<file path="src/rtl/hamming_secded_pipe.sv">
`default_nettype none
// ============================================================================
// Module      : hamming_secded_pipe
// Description : Two-stage pipelined Hamming SECDED encoder/decoder with
//               error injection and saturating error counters.
//
//               Stage 1 encodes in_data into an extended Hamming codeword and
//               XORs in inj_mask. Stage 2 decodes that codeword: it computes
//               the syndrome and overall parity, corrects single-bit errors,
//               flags double-bit errors and registers the results.
//
//               Codeword layout (CW_W = DATA_W + P + 1 bits):
//                 cw[0]          overall (even) parity over cw[CW_W-1:1]
//                 cw[2^k]        Hamming parity bit k
//                 other cw[i>0]  data bits in ascending order, in_data[0] first
//
// Ports       :
//   clk            in   clock, rising edge
//   rst            in   synchronous active-high reset
//   in_valid       in   input word present
//   in_ready       out  input accepted this cycle (= pipeline advance)
//   in_data        in   DATA_W  data to encode
//   inj_mask       in   CW_W    error-injection mask, sampled with in_data
//   out_valid      out  result present
//   out_ready      in   consumer accepts result
//   out_data       out  DATA_W  decoded (corrected or raw) data
//   out_cw         out  CW_W    codeword seen by the decoder
//   out_syndrome   out  P       Hamming syndrome
//   out_err_single out  single-bit error detected and corrected
//   out_err_double out  double-bit error detected, data left uncorrected
//   clr_cnt        in   synchronous clear of both counters
//   cnt_single     out  CNT_W   saturating single-error count
//   cnt_double     out  CNT_W   saturating double-error count
//
// Revision    : 1.0 - initial release
// ============================================================================
module hamming_secded_pipe #(
    parameter int DATA_W = 4,
    parameter int P      = (DATA_W == 4) ? 3 : (DATA_W == 11) ? 4 : 5,
    parameter int CW_W   = DATA_W + P + 1,
    parameter int CNT_W  = 16
) (
    input  logic              clk,
    input  logic              rst,
    input  logic              in_valid,
    output logic              in_ready,
    input  logic [DATA_W-1:0] in_data,
    input  logic [CW_W-1:0]   inj_mask,
    output logic              out_valid,
    input  logic              out_ready,
    output logic [DATA_W-1:0] out_data,
    output logic [CW_W-1:0]   out_cw,
    output logic [P-1:0]      out_syndrome,
    output logic              out_err_single,
    output logic              out_err_double,
    input  logic              clr_cnt,
    output logic [CNT_W-1:0]  cnt_single,
    output logic [CNT_W-1:0]  cnt_double
);

    // ------------------------------------------------------------------------
    // Configuration check: only the three perfect SECDED sizes are supported,
    // for which CW_W is exactly 2^P and every syndrome value is a valid index.
    // ------------------------------------------------------------------------
    localparam int P_EXPECTED = (DATA_W == 4) ? 3 : (DATA_W == 11) ? 4 : 5;

    generate
        if (!((DATA_W == 4) || (DATA_W == 11) || (DATA_W == 26)) ||
            (P != P_EXPECTED) || (CW_W != DATA_W + P + 1)) begin : g_cfg_err
            $error("hamming_secded_pipe: unsupported DATA_W/P/CW_W combination");
        end
    endgenerate

    localparam logic [CNT_W-1:0] CNT_MAX = {CNT_W{1'b1}};
    localparam logic [CNT_W-1:0] CNT_ONE = {{(CNT_W-1){1'b0}}, 1'b1};

    // ------------------------------------------------------------------------
    // Codeword helpers
    // ------------------------------------------------------------------------

    // Data bits occupy every non-power-of-two position above 0.
    function automatic logic [CW_W-1:0] encode(input logic [DATA_W-1:0] d);
        logic [CW_W-1:0] cw;
        logic            par;
        int              di;
        cw = '0;
        di = 0;
        for (int pos = 1; pos < CW_W; pos++) begin
            if ((pos & (pos - 1)) != 0) begin
                cw[pos] = d[di];
                di      = di + 1;
            end
        end
        // Parity positions are still zero here, so including them in the
        // XOR is harmless and keeps the loop uniform.
        for (int k = 0; k < P; k++) begin
            par = 1'b0;
            for (int pos = 1; pos < CW_W; pos++) begin
                if (pos[k]) begin
                    par = par ^ cw[pos];
                end
            end
            cw[1 << k] = par;
        end
        cw[0] = ^cw[CW_W-1:1];
        return cw;
    endfunction

    function automatic logic [DATA_W-1:0] extract(input logic [CW_W-1:0] cw);
        logic [DATA_W-1:0] d;
        int                di;
        d  = '0;
        di = 0;
        for (int pos = 1; pos < CW_W; pos++) begin
            if ((pos & (pos - 1)) != 0) begin
                d[di] = cw[pos];
                di    = di + 1;
            end
        end
        return d;
    endfunction

    function automatic logic [P-1:0] calc_syndrome(input logic [CW_W-1:0] cw);
        logic [P-1:0] s;
        s = '0;
        for (int pos = 1; pos < CW_W; pos++) begin
            if (cw[pos]) begin
                s = s ^ pos[P-1:0];
            end
        end
        return s;
    endfunction

    // ------------------------------------------------------------------------
    // State
    // ------------------------------------------------------------------------
    logic              s1_valid_q,   s1_valid_d;
    logic [CW_W-1:0]   s1_cw_q,      s1_cw_d;
    logic              out_valid_q,  out_valid_d;
    logic [DATA_W-1:0] out_data_q,   out_data_d;
    logic [CW_W-1:0]   out_cw_q,     out_cw_d;
    logic [P-1:0]      out_syn_q,    out_syn_d;
    logic              out_single_q, out_single_d;
    logic              out_double_q, out_double_d;
    logic [CNT_W-1:0]  cnt_single_q, cnt_single_d;
    logic [CNT_W-1:0]  cnt_double_q, cnt_double_d;

    // ------------------------------------------------------------------------
    // Combinational datapath
    // ------------------------------------------------------------------------
    logic              w_adv;
    logic              w_out_hs;
    logic [CW_W-1:0]   w_enc_cw;
    logic [P-1:0]      w_syn;
    logic              w_par;
    logic [CW_W-1:0]   w_fix_cw;
    logic              w_single;
    logic              w_double;
    logic [DATA_W-1:0] w_dec_data;

    // Whole pipeline moves together; a stalled output freezes both stages.
    assign w_adv    = !out_valid_q || out_ready;
    assign w_out_hs = out_valid_q && out_ready;

    always_comb begin
        w_enc_cw = encode(in_data) ^ inj_mask;
    end

    // Decode of the stage-1 codeword. With q=1 the syndrome names the bad
    // position (0 meaning the overall parity bit itself). With q=0 and a
    // non-zero syndrome there is an even number of errors, so nothing is
    // flipped and the raw data is passed through.
    always_comb begin
        w_syn    = calc_syndrome(s1_cw_q);
        w_par    = ^s1_cw_q;
        w_fix_cw = s1_cw_q;
        if (w_par) begin
            w_fix_cw[w_syn] = ~s1_cw_q[w_syn];
        end
        w_single   = w_par;
        w_double   = !w_par && (w_syn != '0);
        w_dec_data = extract(w_fix_cw);
    end

    // ------------------------------------------------------------------------
    // Next-state logic
    // ------------------------------------------------------------------------
    always_comb begin
        s1_valid_d   = s1_valid_q;
        s1_cw_d      = s1_cw_q;
        out_valid_d  = out_valid_q;
        out_data_d   = out_data_q;
        out_cw_d     = out_cw_q;
        out_syn_d    = out_syn_q;
        out_single_d = out_single_q;
        out_double_d = out_double_q;

        if (w_adv) begin
            // Valid bits always follow their source so bubbles propagate;
            // payload only loads with a real word to avoid needless toggling.
            s1_valid_d  = in_valid;
            out_valid_d = s1_valid_q;
            if (in_valid) begin
                s1_cw_d = w_enc_cw;
            end
            if (s1_valid_q) begin
                out_data_d   = w_dec_data;
                out_cw_d     = s1_cw_q;
                out_syn_d    = w_syn;
                out_single_d = w_single;
                out_double_d = w_double;
            end
        end
    end

    // Counters: clear beats increment; increments stop at all-ones.
    always_comb begin
        cnt_single_d = cnt_single_q;
        cnt_double_d = cnt_double_q;
        if (clr_cnt) begin
            cnt_single_d = '0;
            cnt_double_d = '0;
        end else if (w_out_hs) begin
            if (out_single_q && (cnt_single_q != CNT_MAX)) begin
                cnt_single_d = cnt_single_q + CNT_ONE;
            end
            if (out_double_q && (cnt_double_q != CNT_MAX)) begin
                cnt_double_d = cnt_double_q + CNT_ONE;
            end
        end
    end

    // ------------------------------------------------------------------------
    // Registers
    // ------------------------------------------------------------------------
    always_ff @(posedge clk) begin
        if (rst) begin
            s1_valid_q   <= 1'b0;
            s1_cw_q      <= '0;
            out_valid_q  <= 1'b0;
            out_data_q   <= '0;
            out_cw_q     <= '0;
            out_syn_q    <= '0;
            out_single_q <= 1'b0;
            out_double_q <= 1'b0;
            cnt_single_q <= '0;
            cnt_double_q <= '0;
        end else begin
            s1_valid_q   <= s1_valid_d;
            s1_cw_q      <= s1_cw_d;
            out_valid_q  <= out_valid_d;
            out_data_q   <= out_data_d;
            out_cw_q     <= out_cw_d;
            out_syn_q    <= out_syn_d;
            out_single_q <= out_single_d;
            out_double_q <= out_double_d;
            cnt_single_q <= cnt_single_d;
            cnt_double_q <= cnt_double_d;
        end
    end

    // ------------------------------------------------------------------------
    // Outputs
    // ------------------------------------------------------------------------
    assign in_ready       = w_adv;
    assign out_valid      = out_valid_q;
    assign out_data       = out_data_q;
    assign out_cw         = out_cw_q;
    assign out_syndrome   = out_syn_q;
    assign out_err_single = out_single_q;
    assign out_err_double = out_double_q;
    assign cnt_single     = cnt_single_q;
    assign cnt_double     = cnt_double_q;

endmodule
`default_nettype wire

</file>
<file path="config.mk">
export PLATFORM = sky130hd
export DESIGN_NAME = hamming_secded_pipe
export DESIGN_NICKNAME = d
export VERILOG_FILES = /design/src/rtl/hamming_secded_pipe.sv
export SDC_FILE = /design/constraint.sdc
export NUM_CORES = 1
export LEC_CHECK = 0
export BUFFER_PORTS_ARGS = -buffer_cell sky130_fd_sc_hd__clkbuf_2
export CORE_AREA = 8 8 83 85
export DETAILED_ROUTE_END_ITERATION = 8
export DIE_AREA = 0 0 91 93
export MAX_ROUTING_LAYER = met4
export PLACE_DENSITY = 0.84
export SYNTH_ARGS = -nofsm -noshare
export SYNTH_HDL_FRONTEND = slang
export SYNTH_SLANG_ARGS = --single-unit
</file>
<file path="constraint.sdc">
create_clock -name clk -period 2.6 [get_ports clk]
set_clock_uncertainty 0.15 [all_clocks]
set_input_delay 0.65 -clock clk [delete_from_list [all_inputs] [get_ports clk]]
set_output_delay 0.65 -clock clk [all_outputs]
set_load 0.01 [all_outputs]
</file>
# Yosys cells after proc, flatten, opt, wreduce, memory -nomap -nowiden
# Index checks and enable logic that the tools add are counted.
# Widths: inputs -> output; s select.
# word_totals
regBits,59
inputBits,17
word_cells,59
# classes
addsub,2
eq_ne,2
n_lt_le_gt_ge,2
n_mux,13
reduce_logical,16
bitwise,14
# ops
op,n
$add 16x1->16 const B,2
$ne 16x16->1 const B,2
$mux 3,4
$bwmux 8,1
$mux 8,1
$reduce_and 2->1,4
$reduce_xor 8->1,1
$xor 8x8->8,1
$reduce_xor 7->1,1
$not 2->2,3
$xor 1x1->1,6
$logic_and 1x1->1,5
$lt 3x4->1 const B,1
$mux 2,2
$bmux 1 s3,1
$demux 1 s3,1
$ge 3x1->1 const B,1
$mux 1,3
$not 3->3,1
$reduce_bool 3->1,1
$logic_not 1->1,2
$not 1->1 const A,2
$reduce_or 2->1,1
$logic_or 1x1->1,1
$not 1->1,1

# Depth between registers and ports, before layout
# logic_depth
depth_word,17
depth_mapped,7
mapped_depth_nobuf,6

# Worst setup path before layout
# No wires, ideal clock.
# synth_timing
path_kind,input-to-reg
from,input out_ready
to,register s1_cw_q[6]
setup_slack_ns,0.605
stages,6
path_buffers,2
arrival_ns,1.759
cell_sequence,nand2b_1 and2_1 clkbuf_1 clkbuf_1 nor2_1 a211oi_1
# synth_between
elab_chain_len,2
# synth_lines
element,line_no,rtl
start: declaration,50,"input logic out_ready,"
$logic_or 1x1->1,162,assign w_adv = !out_valid_q || out_ready;
$reduce_and 2->1 (no source line),-,
end signal: assignment,250,s1_cw_q <= s1_cw_d;
end: declaration,138,"logic [CW_W-1:0] s1_cw_q, s1_cw_d;"
# No other way between the ends.
# A chain may end at the register's enable or synchronous reset.

# Final worst setup path
# layout_timing
from,register s1_cw_q[3]
to,register out_data_q[3] (netlist: out_data[3])
# layout_between
elab_chain_len,13
# layout_lines
element,line_no,rtl
$mux 2,127,if (cw[pos]) begin
$mux 3,127,
$not 2->2 (no source line) / $mux 3 (equally long branches),-,
$mux 3 / $not 2->2 (equally long branches),-,
$mux 3,127,
$not 3->3 (no source line),-,
$mux 3,127,
$lt 3x4->1 (implied by the code) / $ge 3x1->1 (equally long branches),178,w_fix_cw[w_syn] = ~s1_cw_q[w_syn];
$logic_and 1x1->1 (implied by the code),178,
$mux 1 (implied by the code),178,
$demux 1 s3,178,
$bwmux 8,178,
$mux 8 *,177,if (w_par) begin
end signal: assignment,252,out_data_q <= out_data_d;
end: declaration,140,"logic [DATA_W-1:0] out_data_q, out_data_d;"
# Every way passes the cells marked *; elsewhere a longest branch is shown, timed or not. The select of a mux whose other input is x is not followed.

==> results.tsv <==
stage	metric	value	unit
cells_and_area	syn_to_final_growth	20.7	%
logic_synthesis	synth_xor_area_share	15.9	%
sta	rsz0062_at_grt	no	
clocking	cts_buffer_depth	2	
route	firstDrtPassIters	4	
logic_synthesis	synth_top_family_by_area	simple AND/OR/NAND/NOR gates	
power_and_ir_drop	p_leak	1.34	nW
sta	hold_viol	0	
sta	period_needed	2170	ps
logic_synthesis	ys_seq_area_share	40.9	%
logic_synthesis	syn_area_per_cell	8.57	µm²
worst_setup_path	critPathKind	flop to flop	
clocking	post_cts_resized	0	
global_routing	grt_pass1_vias	2478	
logic_synthesis	ys_seq_elements	59	
power_and_ir_drop	peakVddDrop	0.370	mV
worst_setup_path	cpLargestDelayFamily	XOR/XNOR gates	
min_path	hp-class	flop to flop	
worst_setup_path	cp_slowest_stage_delay	510	ps
global_routing	antenna_found_initial	0	
logic_synthesis	ys_async_sr_fraction	0	%
logic_synthesis	synth.distinct_cells	42	
run	cap_violations	0	
logic_synthesis	synthMuxAreaShare	1.39	%
sta	setup_tns	0	ps
floorplan	start_util	50.9	%
floorplan	die_h	93	µm
route	via_per_inst	5.47	
clocking	worstSkewPairLatency	340	ps
cells_and_area	drive_above_1_share	22.8	%
logic_synthesis	synth.most_common_cell	dfxtp_1	
clocking	numCtsBuffers	9	
sta	clock.fmax	461	MHz
logic_synthesis	synth_edf_count	0	
route	drc	0	
cells_and_area	finish.net_count	419	
cells_and_area	fin_util	61.5	%
cells_and_area	n_antenna_cell	0	
sta	max_slew.worst_pin.slew	587	ps
placed_design	gp_congestion	0.886	
clocking	cts_setup_buffers	0	
logic_synthesis	synth_flop_cell	dfxtp_1	
global_routing	grt_overflow	0	
clocking	cts.clk_slew.worst_paths	70	ps
worst_setup_path	worst-path-buf-inv	0	
logic_synthesis	synth_area_leaders	dfxtp_1 (41%), xnor2_1 (11%), nor2_1 (6.5%)	
sta	period_share	83.4	%
worst_setup_path	cp.required	2640	ps
power_and_ir_drop	p_per_area	629	mW/mm²
logic_synthesis	synthTopCellsByCount	dfxtp_1 (59), nor2_1 (50), xnor2_1 (35)	
logic_synthesis	ys_warn_count	0	
sta	finalMaxSlewViolations	0	
route	ant_nets	0	
floorplan	fp-row-count	28	
route	drt_iter0_markers	103	
global_routing	grt_pass1_wl	11.5	mm
logic_synthesis	synth-compound-area-share	12.9	%
worst_setup_path	setup.worst_path.start_class	flop	
placed_design	port_buffers	67	
cells_and_area	fillCellCount	522	
clocking	cts-root-buf	clkbuf_8	
clocking	holdBufCountCts	0	
clocking	cts_tree	yes	
worst_setup_path	crit_slowest_cell	dfxtp_1	
sta	maxSlewHeadroom	60.9	%
worst_setup_path	critPathCaptureType	flop	
logic_synthesis	synth-adder-area-share	0.866	%
clocking	cts.sink_count	59	
route	wl_per_cell	14.3	µm
floorplan	die_area	0.00846	mm²
placed_design	hpwlAfterDp	5.03	mm
logic_synthesis	syn-instance-count	337	
logic_synthesis	synth-simple-area-share	24.9	%
route	wl	6.83	mm
run_status	status	complete, no violations	
worst_setup_path	cp_max_fo	9	
sta	setup_viol	0	
route	num_vias	2619	
worst_setup_path	crit_chain	xor2_1 -> xnor2_1 -> nor4_1 -> a2bb2oi_1 -> o22ai_1	
floorplan	ios	68	
clocking	htree_levels	3	
floorplan	fp.dieW	91	µm
global_routing	grt_start_max_net_pins	30	
logic_synthesis	netlist_area	0.00289	mm²
floorplan	core_area	0.00568	mm²
logic_synthesis	yosys.area.top_type	dfxtp_1	
logic_synthesis	synth_top_area_share	40.9	%
global_routing	grtUsageTotal	16.9	%
logic_synthesis	synth_nets	356	
worst_setup_path	arrival	2210	ps
[metal layers]
metal / vias up / GRT usage [%] / part of all wire, %
li1: 1332 / - / -
met1: 1200 / 19.1 / 44
met2: 75 / 27.1 / 48
met3: 12 / 5.05 / 6.7
met4: 0 / 7.91 / 1.6
met5: - / - / 0
[layout make-up]
cell class	instances	area, µm²	share of cell area [%]
multi-input combinational	255	1620	46.3
tap	75	93.8	2.69
timing repair buffer	71	365	10.5
clock buffer	11	141	4.05
clock inverter	4	75.1	2.15
sequential	59	1180	33.9
inverter	4	15.0	0.430
[flip-flops by register name, indices dropped and copies added, names as in the netlist]
name            cells
out_data            4
s1_valid_q          1
out_cw              8
out_err_double      1
cnt_double         16
out_err_single      1
out_valid           1
out_syndrome        3
s1_cw_q             8
cnt_single         16
[placed cells by master (no fill, tap or decap), drive strengths merged]
master / netlist / layout
nor3: 5 / 5
xor2: 12 / 12
and3: 5 / 5
bufinv: 0 / 2
o31ai: 3 / 3
a21o: 1 / 1
nand4: 10 / 10
nor4: 8 / 8
or2: 1 / 1
nand2b: 3 / 3
xnor2: 36 / 36
o21ai: 1 / 1
xnor3: 1 / 1
clkbuf: 14 / 78
nand3: 15 / 15
a21bo: 1 / 1
a21oi: 16 / 16
dfxtp: 59 / 59
clkinvlp: 0 / 2
ha: 2 / 2
o311ai: 1 / 1
nor4b: 2 / 2
inv: 4 / 4
o41ai: 1 / 1
a32oi: 1 / 1
o22ai: 3 / 3
a2bb2oi: 3 / 3
a2111oi: 2 / 2
nand2: 32 / 32
and2: 2 / 2
nor2: 50 / 50
buf: 5 / 4
a211oi: 17 / 17
a311oi: 1 / 1
and4: 6 / 6
or4: 7 / 7
o211ai: 3 / 3
mux2i: 4 / 4
[worst paths after layout]
check,startpoint,end,slack (ps),depth (start not counted)
worst max-delay path,s1_cw_q[3],out_data[3],430,5
worst min-delay path,out_cw[0],out_cw[0],310,2
worst max register to register,s1_cw_q[3],out_data[3],430,5
worst min register to register,out_cw[0],out_cw[0],310,2
[cell families (layout without fill, tap and decap cells)]
family                   Yosys count  count (layout)
AND/OR/NAND/NOR                  146             146
flip-flops                        59              59
AO/OA/AOI/OAI                     54              54
XOR/XNOR                          49              49
buffers and inverters             23              90
multiplexers                       4               4
adder cells (fa/ha/maj)            2               2
[worst reg2reg max path: cells and delay by family (launching register included)]
kind | cells | cell delay, ps
xor gates and xnor gates | 2 | 610
DFF | 1 | 510
and+or+nand+nor | 1 | 460
AOI/OAI and AO/OA | 2 | 300
[through the flow]
step	instances	instance area, µm²	power [mW]	setup slack (ps)	hold WS (ps)
floorplan	337	2890	1.21	605	305
global placement	464	3270	1.28	493	298
detailed placement	464	3270	1.29	462	305
CTS	479	3490	2.21	431	314
global route	479	3490	2.28	264	331
finish	479	3490	2.19	431	310
[power breakdown]
group / leakage, nW / internal, mW / total, mW / switching, mW
sequential: 0.479 / 0.933 / 0.971 / 0.0371
combinational: 0.760 / 0.131 / 0.299 / 0.168
clock: 0.102 / 0.561 / 0.925 / 0.364
Power figures use the tool's default switching activity.
